==> src/rtl/cbrt_seq_param.sv <==
// ---------------------------------------------------------------------------
// cbrt_seq_param
//   Sequential integer cube root y = floor(cbrt(x)) for a W-bit unsigned x.
//   The result is built by binary search from the MSB down. Each trial
//   candidate is cubed by one shift-add datapath that is used twice: first
//   for cand*cand, then for sq*cand. Each pass handles one multiplier bit
//   per cycle.
//   Cycles per result bit: 2R+1. Total latency: R*(2R+1)+1.
//
//   Optional feature macro: CBRT_REM_EN. When it is defined, the rem_bo port
//   is added and carries the remainder x - y^3.
//
// Ports
//   clk_i    in   1  clock, rising edge
//   rst_ni   in   1  asynchronous active-low reset
//   start_i  in   1  request, sampled only while idle (level-sensitive)
//   x_bi     in   W  operand, latched when start is accepted
//   y_bo     out  R  result, valid with done_o, held until the next done_o
//   busy_o   out  1  high while a computation is in progress
//   done_o   out  1  one-cycle pulse, result valid
//   rem_bo   out  W  x - y^3 (only with CBRT_REM_EN)
// ---------------------------------------------------------------------------
module cbrt_seq_param #(
  parameter  int W = 8,
  localparam int R = (W + 2) / 3
) (
  input  logic         clk_i,
  input  logic         rst_ni,
  input  logic         start_i,
  input  logic [W-1:0] x_bi,
  output logic [R-1:0] y_bo,
  output logic         busy_o,
  output logic         done_o
`ifdef CBRT_REM_EN
  ,
  output logic [W-1:0] rem_bo
`endif
);

  localparam int PW = 3 * R;
  localparam int BW = (R > 1) ? $clog2(R) : 1;
  localparam logic [BW-1:0] R_LAST     = BW'(R - 1);
  localparam logic [PW-1:0] FIRST_CAND = PW'(1) << (R - 1);

  typedef enum logic [2:0] {
    S_IDLE = 3'd0,
    S_SQ   = 3'd1,
    S_CUBE = 3'd2,
    S_CMP  = 3'd3,
    S_DONE = 3'd4
  } state_t;

  state_t         state_q, state_d;
  logic [W-1:0]   x_q, x_d;
  logic [R-1:0]   acc_q, acc_d;
  logic [BW-1:0]  b_q, b_d;
  logic [BW-1:0]  cnt_q, cnt_d;
  logic [PW-1:0]  mcand_q, mcand_d;
  logic [PW-1:0]  prod_q, prod_d;
  logic [R-1:0]   y_q, y_d;
  logic           busy_q, busy_d;
  logic           done_q, done_d;
`ifdef CBRT_REM_EN
  logic [PW-1:0]  cube_q, cube_d;
  logic [W-1:0]   rem_q, rem_d;
`endif

  logic [R-1:0]   cand_s;
  logic [PW-1:0]  addend_s;
  logic [PW-1:0]  prod_sum_s;
  logic           fits_s;
  logic [R-1:0]   next_acc_s;
  logic [R-1:0]   next_cand_s;

  // The multiplier is the candidate in both passes. The multiplicand
  // register is shifted left once per cycle, so no barrel shifter is needed.
  assign cand_s      = acc_q | (R'(1) << b_q);
  assign addend_s    = cand_s[cnt_q] ? mcand_q : {PW{1'b0}};
  assign prod_sum_s  = prod_q + addend_s;
  // The full 3R-bit cube is compared, so overflowing candidates are rejected.
  assign fits_s      = (prod_q <= PW'(x_q));
  assign next_acc_s  = fits_s ? cand_s : acc_q;
  assign next_cand_s = next_acc_s | (R'(1) << (b_q - BW'(1)));

  // Next-state and datapath update for the search FSM.
  always_comb begin
    state_d = state_q;
    x_d     = x_q;
    acc_d   = acc_q;
    b_d     = b_q;
    cnt_d   = cnt_q;
    mcand_d = mcand_q;
    prod_d  = prod_q;
    y_d     = y_q;
    busy_d  = busy_q;
    done_d  = 1'b0;
`ifdef CBRT_REM_EN
    cube_d  = cube_q;
    rem_d   = rem_q;
`endif
    case (state_q)
      S_IDLE: begin
        if (start_i) begin
          x_d     = x_bi;
          acc_d   = {R{1'b0}};
          b_d     = R_LAST;
          cnt_d   = {BW{1'b0}};
          mcand_d = FIRST_CAND;
          prod_d  = {PW{1'b0}};
          busy_d  = 1'b1;
`ifdef CBRT_REM_EN
          cube_d  = {PW{1'b0}};
`endif
          state_d = S_SQ;
        end else begin
          state_d = S_IDLE;
        end
      end
      S_SQ: begin
        prod_d  = prod_sum_s;
        mcand_d = mcand_q << 1;
        cnt_d   = cnt_q + BW'(1);
        if (cnt_q == R_LAST) begin
          // The square becomes the multiplicand for the cube pass.
          mcand_d = prod_sum_s;
          prod_d  = {PW{1'b0}};
          cnt_d   = {BW{1'b0}};
          state_d = S_CUBE;
        end else begin
          state_d = S_SQ;
        end
      end
      S_CUBE: begin
        prod_d  = prod_sum_s;
        mcand_d = mcand_q << 1;
        cnt_d   = cnt_q + BW'(1);
        if (cnt_q == R_LAST) begin
          cnt_d   = {BW{1'b0}};
          state_d = S_CMP;
        end else begin
          state_d = S_CUBE;
        end
      end
      S_CMP: begin
        acc_d = next_acc_s;
`ifdef CBRT_REM_EN
        if (fits_s) begin
          cube_d = prod_q;
        end else begin
          cube_d = cube_q;
        end
`endif
        if (b_q == {BW{1'b0}}) begin
          state_d = S_DONE;
        end else begin
          b_d     = b_q - BW'(1);
          mcand_d = PW'(next_cand_s);
          prod_d  = {PW{1'b0}};
          state_d = S_SQ;
        end
      end
      S_DONE: begin
        y_d     = acc_q;
        done_d  = 1'b1;
        busy_d  = 1'b0;
`ifdef CBRT_REM_EN
        rem_d   = W'(PW'(x_q) - cube_q);
`endif
        state_d = S_IDLE;
      end
      default: begin
        busy_d  = 1'b0;
        state_d = S_IDLE;
      end
    endcase
  end

  // State and datapath registers. Reset clears everything and aborts any
  // operation in flight.
  always_ff @(posedge clk_i or negedge rst_ni) begin
    if (!rst_ni) begin
      state_q <= S_IDLE;
      x_q     <= {W{1'b0}};
      acc_q   <= {R{1'b0}};
      b_q     <= {BW{1'b0}};
      cnt_q   <= {BW{1'b0}};
      mcand_q <= {PW{1'b0}};
      prod_q  <= {PW{1'b0}};
      y_q     <= {R{1'b0}};
      busy_q  <= 1'b0;
      done_q  <= 1'b0;
`ifdef CBRT_REM_EN
      cube_q  <= {PW{1'b0}};
      rem_q   <= {W{1'b0}};
`endif
    end else begin
      state_q <= state_d;
      x_q     <= x_d;
      acc_q   <= acc_d;
      b_q     <= b_d;
      cnt_q   <= cnt_d;
      mcand_q <= mcand_d;
      prod_q  <= prod_d;
      y_q     <= y_d;
      busy_q  <= busy_d;
      done_q  <= done_d;
`ifdef CBRT_REM_EN
      cube_q  <= cube_d;
      rem_q   <= rem_d;
`endif
    end
  end

  assign y_bo   = y_q;
  assign busy_o = busy_q;
  assign done_o = done_q;
`ifdef CBRT_REM_EN
  assign rem_bo = rem_q;
`endif

endmodule
==> config.mk <==
export PLATFORM = sky130hd
export DESIGN_NAME = cbrt_seq_param
export DESIGN_NICKNAME = d
export VERILOG_FILES = /design/src/rtl/cbrt_seq_param.sv
export SDC_FILE = /design/constraint.sdc
export NUM_CORES = 1
export LEC_CHECK = 0
export CAP_MARGIN = 20
export CELL_PAD_IN_SITES_DETAIL_PLACEMENT = 1
export CELL_PAD_IN_SITES_GLOBAL_PLACEMENT = 1
export CORE_MARGIN = 5
export CORE_UTILIZATION = 32
export CTS_CLUSTER_DIAMETER = 120
export DETAILED_ROUTE_END_ITERATION = 8
export DONT_BUFFER_PORTS = 1
export PLACE_DENSITY_LB_ADDON = 0.2
export SYNTH_ARGS = -nofsm -noshare
export SYNTH_HDL_FRONTEND = slang
export SYNTH_SLANG_ARGS = --single-unit
export TNS_END_PERCENT = 1
==> constraint.sdc <==
create_clock -name clk_i -period 3.7 [get_ports clk_i]
set_input_delay 0 -clock clk_i [delete_from_list [all_inputs] [get_ports clk_i]]
set_output_delay 0 -clock clk_i [all_outputs]
set_load 0.005 [all_outputs]
# Word level (Yosys, flattened, before mapping)
# Cells that the tools add are included.
dict set report totals {
  elab_cells 68
  regBits 41
  inputBits 11
  out_inout_bits 5
}
dict set report classes {
  shift 2
  eq_ne 7
  bitwise 3
  n_addsub 3
  n_reduce_logical 13
  magnitude_cmp 2
  mux 28
}
# op count
set ops {}
lappend ops {{$pmux 9 s4} 2}
lappend ops {{$mux 9} 7}
lappend ops {{$pmux 3 s4} 1}
lappend ops {{$mux 2} 5}
lappend ops {{$add 9x9->9} 1}
lappend ops {{$le 9x8->1} 1}
lappend ops {{$mux 3} 3}
lappend ops {{$pmux 2 s2} 2}
lappend ops {{$reduce_and 2->1} 4}
lappend ops {{$eq 3x2->1 const B} 2}
lappend ops {{$or 3x3->3} 2}
lappend ops {{$pmux 3 s2} 1}
lappend ops {{$reduce_and 3->1} 2}
lappend ops {{$shl 1x2->3 const A} 2}
lappend ops {{$mux 1} 5}
lappend ops {{$ne 2x2->1 const B} 2}
lappend ops {{$reduce_bool 2->1} 2}
lappend ops {{$reduce_bool 4->1} 1}
lappend ops {{$eq 3x1->1 const B} 1}
lappend ops {{$eq 3x3->1 const B} 1}
lappend ops {{$logic_not 3->1} 1}
lappend ops {{$lt 2x3->1 const B} 1}
lappend ops {{$reduce_or 3->1} 1}
lappend ops {{$add 2x1->2 const B} 1}
lappend ops {{7 further kinds} 7}

# Longest topological paths before layout
dict set report logic_depth {
  depth_word 8
  mapped_depth 14
  ltp_nobuf 14
}

# Worst setup path before layout
# OpenSTA, ideal clock, no wires.
dict set report synth_timing {
  path_type {reg2reg}
  startpoint {register b_q[1]}
  endpoint {register prod_q[8]}
  t_required_ns 3.599
  path_slack_ns 0.798
  n_path_buf 0
  path_stages_with_launch 13
  arrival_time_ns 2.802
  period_less_slack_ns 2.902
  path_cell_list {dfrtp_1 inv_1 ha_1 nor2_1 a221oi_2 and2_1 ha_1 nor2b_1 o31a_1 o21a_1 or3_1 and2_1 o311ai_2}
}
dict set report synth_via {
  elab_chain_cells 8
  word_cells_on_any_way 11
  cone_classes {add/sub: 1; eq/ne: 1; shift: 1; mux: 5; bitwise: 1; reduce/logical: 2}
}
# element line
set synth_lines {}
lappend synth_lines {{start, declared} 56} ;# logic [BW-1:0] b_q, b_d;
lappend synth_lines {{start signal, assigned} 185} ;# b_q <= {BW{1'b0}};
lappend synth_lines {{$shl 1x2->3} 77} ;# assign cand_s = acc_q | (R'(1) << b_q);
lappend synth_lines {{$or 3x3->3} 77}
lappend synth_lines {{$bmux 1 s2} 78} ;# assign addend_s = cand_s[cnt_q] ? mcand_q : {PW{1'b0}};
lappend synth_lines {{$mux 1 (implied by the code)} 78}
lappend synth_lines {{$mux 9} 78}
lappend synth_lines {{$add 9x9->9} 79} ;# assign prod_sum_s = prod_q + addend_s;
lappend synth_lines {{$mux 9} 123} ;# if (cnt_q == R_LAST) begin
lappend synth_lines {{$pmux 9 s4} 101} ;# case (state_q)
lappend synth_lines {{end signal, assigned} 188} ;# prod_q <= {PW{1'b0}};
lappend synth_lines {{end signal, assigned} 203} ;# prod_q <= prod_d;
lappend synth_lines {{end, declared} 59} ;# logic [PW-1:0] prod_q, prod_d;
# Several ways; a longest one is shown, not always the timed one. The select of a mux whose other input is x is not followed.
# A chain may end at the register's enable or synchronous reset.

# Worst setup path in the final report
dict set report layout_timing {
  startpoint {register b_q[1]}
  endpoint {register mcand_q[8]}
}
dict set report layout_via {
  elab_chain_cells 8
  word_cells_on_any_way 11
  cone_classes {add/sub: 1; eq/ne: 1; shift: 1; mux: 5; bitwise: 1; reduce/logical: 2}
}
# element line
set layout_lines {}
lappend layout_lines {{$shl 1x2->3} 77}
lappend layout_lines {{$or 3x3->3} 77}
lappend layout_lines {{$bmux 1 s2} 78}
lappend layout_lines {{$mux 1 (implied by the code)} 78}
lappend layout_lines {{$mux 9} 78}
lappend layout_lines {{$add 9x9->9} 79}
lappend layout_lines {{$mux 9} 123}
lappend layout_lines {{$pmux 9 s4} 101}
lappend layout_lines {{end signal, assigned} 187} ;# mcand_q <= {PW{1'b0}};
lappend layout_lines {{end signal, assigned} 202} ;# mcand_q <= mcand_d;
lappend layout_lines {{end, declared} 58} ;# logic [PW-1:0] mcand_q, mcand_d;
# Several ways; a longest one is shown, not always the timed one. The select of a mux whose other input is x is not followed.

==> results.sh <==
export IMPL_dominantRegCellSynth="dfrtp_1"
export IMPL_netlist_instances=263
export IMPL_grt_pass1_wl_mm=10.6
export IMPL_power_density_nw_per_um2=783
export IMPL_final_nets=307
export IMPL_period_needed_ns=3.27
export IMPL_port_buffers=0
export IMPL_synthTopCellsByArea="dfrtp_1 (42%), ha_1 (10%), o21ai_0 (5.3%)"
export IMPL_endpoint_kind="flip-flop"
export IMPL_antenna_left=0
export IMPL_synth_seq_cells=41
export IMPL_wl_per_cell_um=16.7
export IMPL_drc=0
export IMPL_layout_drive_gt1_share_pct=7.61
export IMPL_rows=32
export IMPL_holdWs_ns=0.0503
export IMPL_crit_family="compound AO/OA/AOI/OAI gates"
export IMPL_rr_worst_depth=14
export IMPL_cts_made_buffers=5
export IMPL_htreeDepth=2
export IMPL_synth_edf_count=0
export IMPL_clk_latency_ns=0.30
export IMPL_overflow=0
export IMPL_drtIter0Drc=68
export IMPL_grt_pass1_vias=2062
export IMPL_initial_utilization_pct=32.5
export IMPL_dieArea_um2=9580
export IMPL_async_flop_share_pct=100
export IMPL_core_area_um2=7610
export IMPL_finClkSkew_ns=0.00877
export IMPL_n_antenna_cell=0
export IMPL_hold_viol=0
export IMPL_synth_top_family_by_area="compound AO/OA/AOI/OAI gates"
export IMPL_path_depth=14
export IMPL_slew_limit_headroom_pct=64.4
export IMPL_yosys_warnings=0
export IMPL_synthMuxAreaShare_pct=2.18
export IMPL_clock_sinks=41
export IMPL_final_common_cell="dfrtp_1"
export IMPL_finalPower_mw=2.18
export IMPL_io_pins=16
export IMPL_area_growth_syn_to_layout_pct=12.9
export IMPL_cp_required_ns=3.92
export IMPL_worstReg2RegEnd="mcand_q[8]"
export IMPL_critPathMaxFanout=7
export IMPL_num_vias=1963
export IMPL_crit_start="b_q[1]"
export IMPL_vias_per_cell=5.19
export IMPL_power_leakage_nw=1.27
export IMPL_synth_top_area_cell="dfrtp_1"
export IMPL_ctsLongestPathBuffers=2
export IMPL_worst_ep_arrival_time_ns=3.49
export IMPL_startpoint_type="flip-flop"
export IMPL_clk_pin_slew_ns=0.08
export IMPL_max_freq_mhz=306
export IMPL_hpwl_mm=4.67
export IMPL_cp_buffers_inverters=2
export IMPL_drv_slew=0
export IMPL_max_stage_delay_ns=0.50
export IMPL_fp_dieW_um=97.9
export IMPL_tns_ns=0
export IMPL_synth_distinct_cells=50
export IMPL_setup_viol=0
export IMPL_worst_pin_slew_ns=0.532
export IMPL_grt_max_degree=42
export IMPL_fin_crit_sh_pct=88.4
export IMPL_path_class="reg2reg"
export IMPL_place_gp_congestion=0.801
export IMPL_synth_compound_area_share_pct=20.3
export IMPL_antenna_found_initial=0
export IMPL_min_path_cells=3
export IMPL_min_delay_path_class="in2reg"
export IMPL_synth_xor_area_share_pct=2.68
export IMPL_cts_tree="yes"
export IMPL_synth_top_area_share_pct=41.5
export IMPL_ys_seq_area_share_pct=41.5
export IMPL_ir_worst_vdd_v=0.000212
export IMPL_drtPass1Iterations=4
export IMPL_syn_area_um2=2470
export IMPL_worstPathCellList="inv_1, ha_1, nor2_1, a221oi_2, and2_1, ha_1, inv_1, fa_1, nor2b_1, o31a_1, o21a_1, nor2_1, xnor3_1, o21ai_1"
export IMPL_endpoint="mcand_q[8]"
export IMPL_yosys_area_share_simple_pct=17.8
export IMPL_cts_root_buffer="clkbuf_8"
export IMPL_drv_cap=0
export IMPL_r2r_start="b_q[1]"
export IMPL_final_cell_mix="dfrtp_1 (41), nand2_1 (28), o21ai_0 (26)"
export IMPL_routed_wl_mm=6.32
export IMPL_syn_area_per_cell_um2=9.39
export IMPL_synth_nets=295
export IMPL_track_usage_pct=13.9
export IMPL_status="finished, final reports clean"
export IMPL_cp_slowest_cell="a221oi_2"
export IMPL_rrSetupSlack_ns=0.43
export IMPL_die_h_um=97.9
export IMPL_synth_fa_ha_area_share_pct=10.9
export IMPL_rsz0062_at_grt="no"
report_power, final:
group | internal (mW) | total, mW | leakage (nW) | switching, mW
clock | 0.131 | 0.292 | 0.0450 | 0.161
combinational | 0.451 | 1.10 | 0.692 | 0.652
sequential | 0.614 | 0.787 | 0.535 | 0.174
cell usage after synthesis (2+ instances only):
master / n
a21oi_1: 10
nor2b_1: 2
clkbuf_1: 4
a32o_1: 2
buf_2: 5
inv_1: 19
xor2_1: 3
xnor2_1: 2
o21ai_1: 4
ha_1: 20
a21o_1: 2
dfrtp_1: 41
and2_1: 10
or3_1: 3
a22o_1: 3
nor2_1: 18
mux2i_1: 2
nor3_1: 6
o31a_1: 2
nand3_1: 4
nand3b_1: 2
mux2_2: 3
a31oi_1: 5
nand2_1: 28
a22oi_1: 4
o21a_1: 5
o21bai_1: 2
o21ai_0: 26
nand2b_1: 4
a211oi_1: 2
registers in the layout, summed over array words and instances, names as in the netlist, 2 cells and up:
signal,count
acc_q,3
b_q,2
cnt_q,2
mcand_q,9
prod_q,9
state_q,3
x_q,8
y_bo,3
kinds of logic after synthesis:
| kind of cell | count (synthesis) |
|---|---|
| compound gates | 76 |
| xor+xnor | 6 |
| fa+ha+maj | 21 |
| buf+inv | 28 |
| flops | 41 |
| mux | 5 |
| simple gates | 86 |
layer usage:
| metal | share of wire [%] | GRT usage, % | vias up |
|---|---|---|---|
| li1 | - | - | 960 |
| met1 | 46 | 17.7 | 958 |
| met2 | 48 | 23.4 | 38 |
| met3 | 4.0 | 3.07 | 7 |
| met4 | 1.4 | 4.26 | 0 |
| met5 | 0 | 0 | - |
cell type report:
cell class	count	area [µm²]
Fill cell	884	4820
Clock buffer	6	72.6
Multi-Input combinational cell	194	1330
Tap cell	102	128
Sequential cell	41	1030
Clock inverter	2	10.0
Timing Repair Buffer	14	148
Inverter	19	71.3
repair_timing:
item                       4_1_cts  5_1_grt
resized for setup                0        0
hold endpoints to repair        49        0
setup endpoints to repair        0        0
hold buffers                    10        0
buffers inserted                 0        0
tightest hold or removal path, cell delays in order:
cell and delay [ns]:
nor3_1 0.02, nor2_1 0.17, a31oi_1 0.12
how the worst min path moves through the flow:
stage | start | end | slack (ns)
2_1_floorplan | rst_ni | acc_q[0] | -0.30
3_3_place_gp | rst_ni | x_q[2] | -0.29
3_5_place_dp | rst_ni | x_q[2] | -0.29
4_1_cts | start_i | state_q[0] | 0.04
5_1_grt | start_i | cnt_q[0] | 0.07
6_report | start_i | cnt_q[0] | 0.05
stage by stage:
step	utilization (%)	cells	instance area (µm²)	worst slack, ns
finish	36.6	378	2790	0.430
global route	36.6	378	2790	0.180
CTS	36.6	378	2790	0.425
detailed placement	34.0	360	2590	0.451
global placement	34.0	360	2590	0.615
floorplan	-	263	2470	0.798
(Power assumes the default switching activity.)
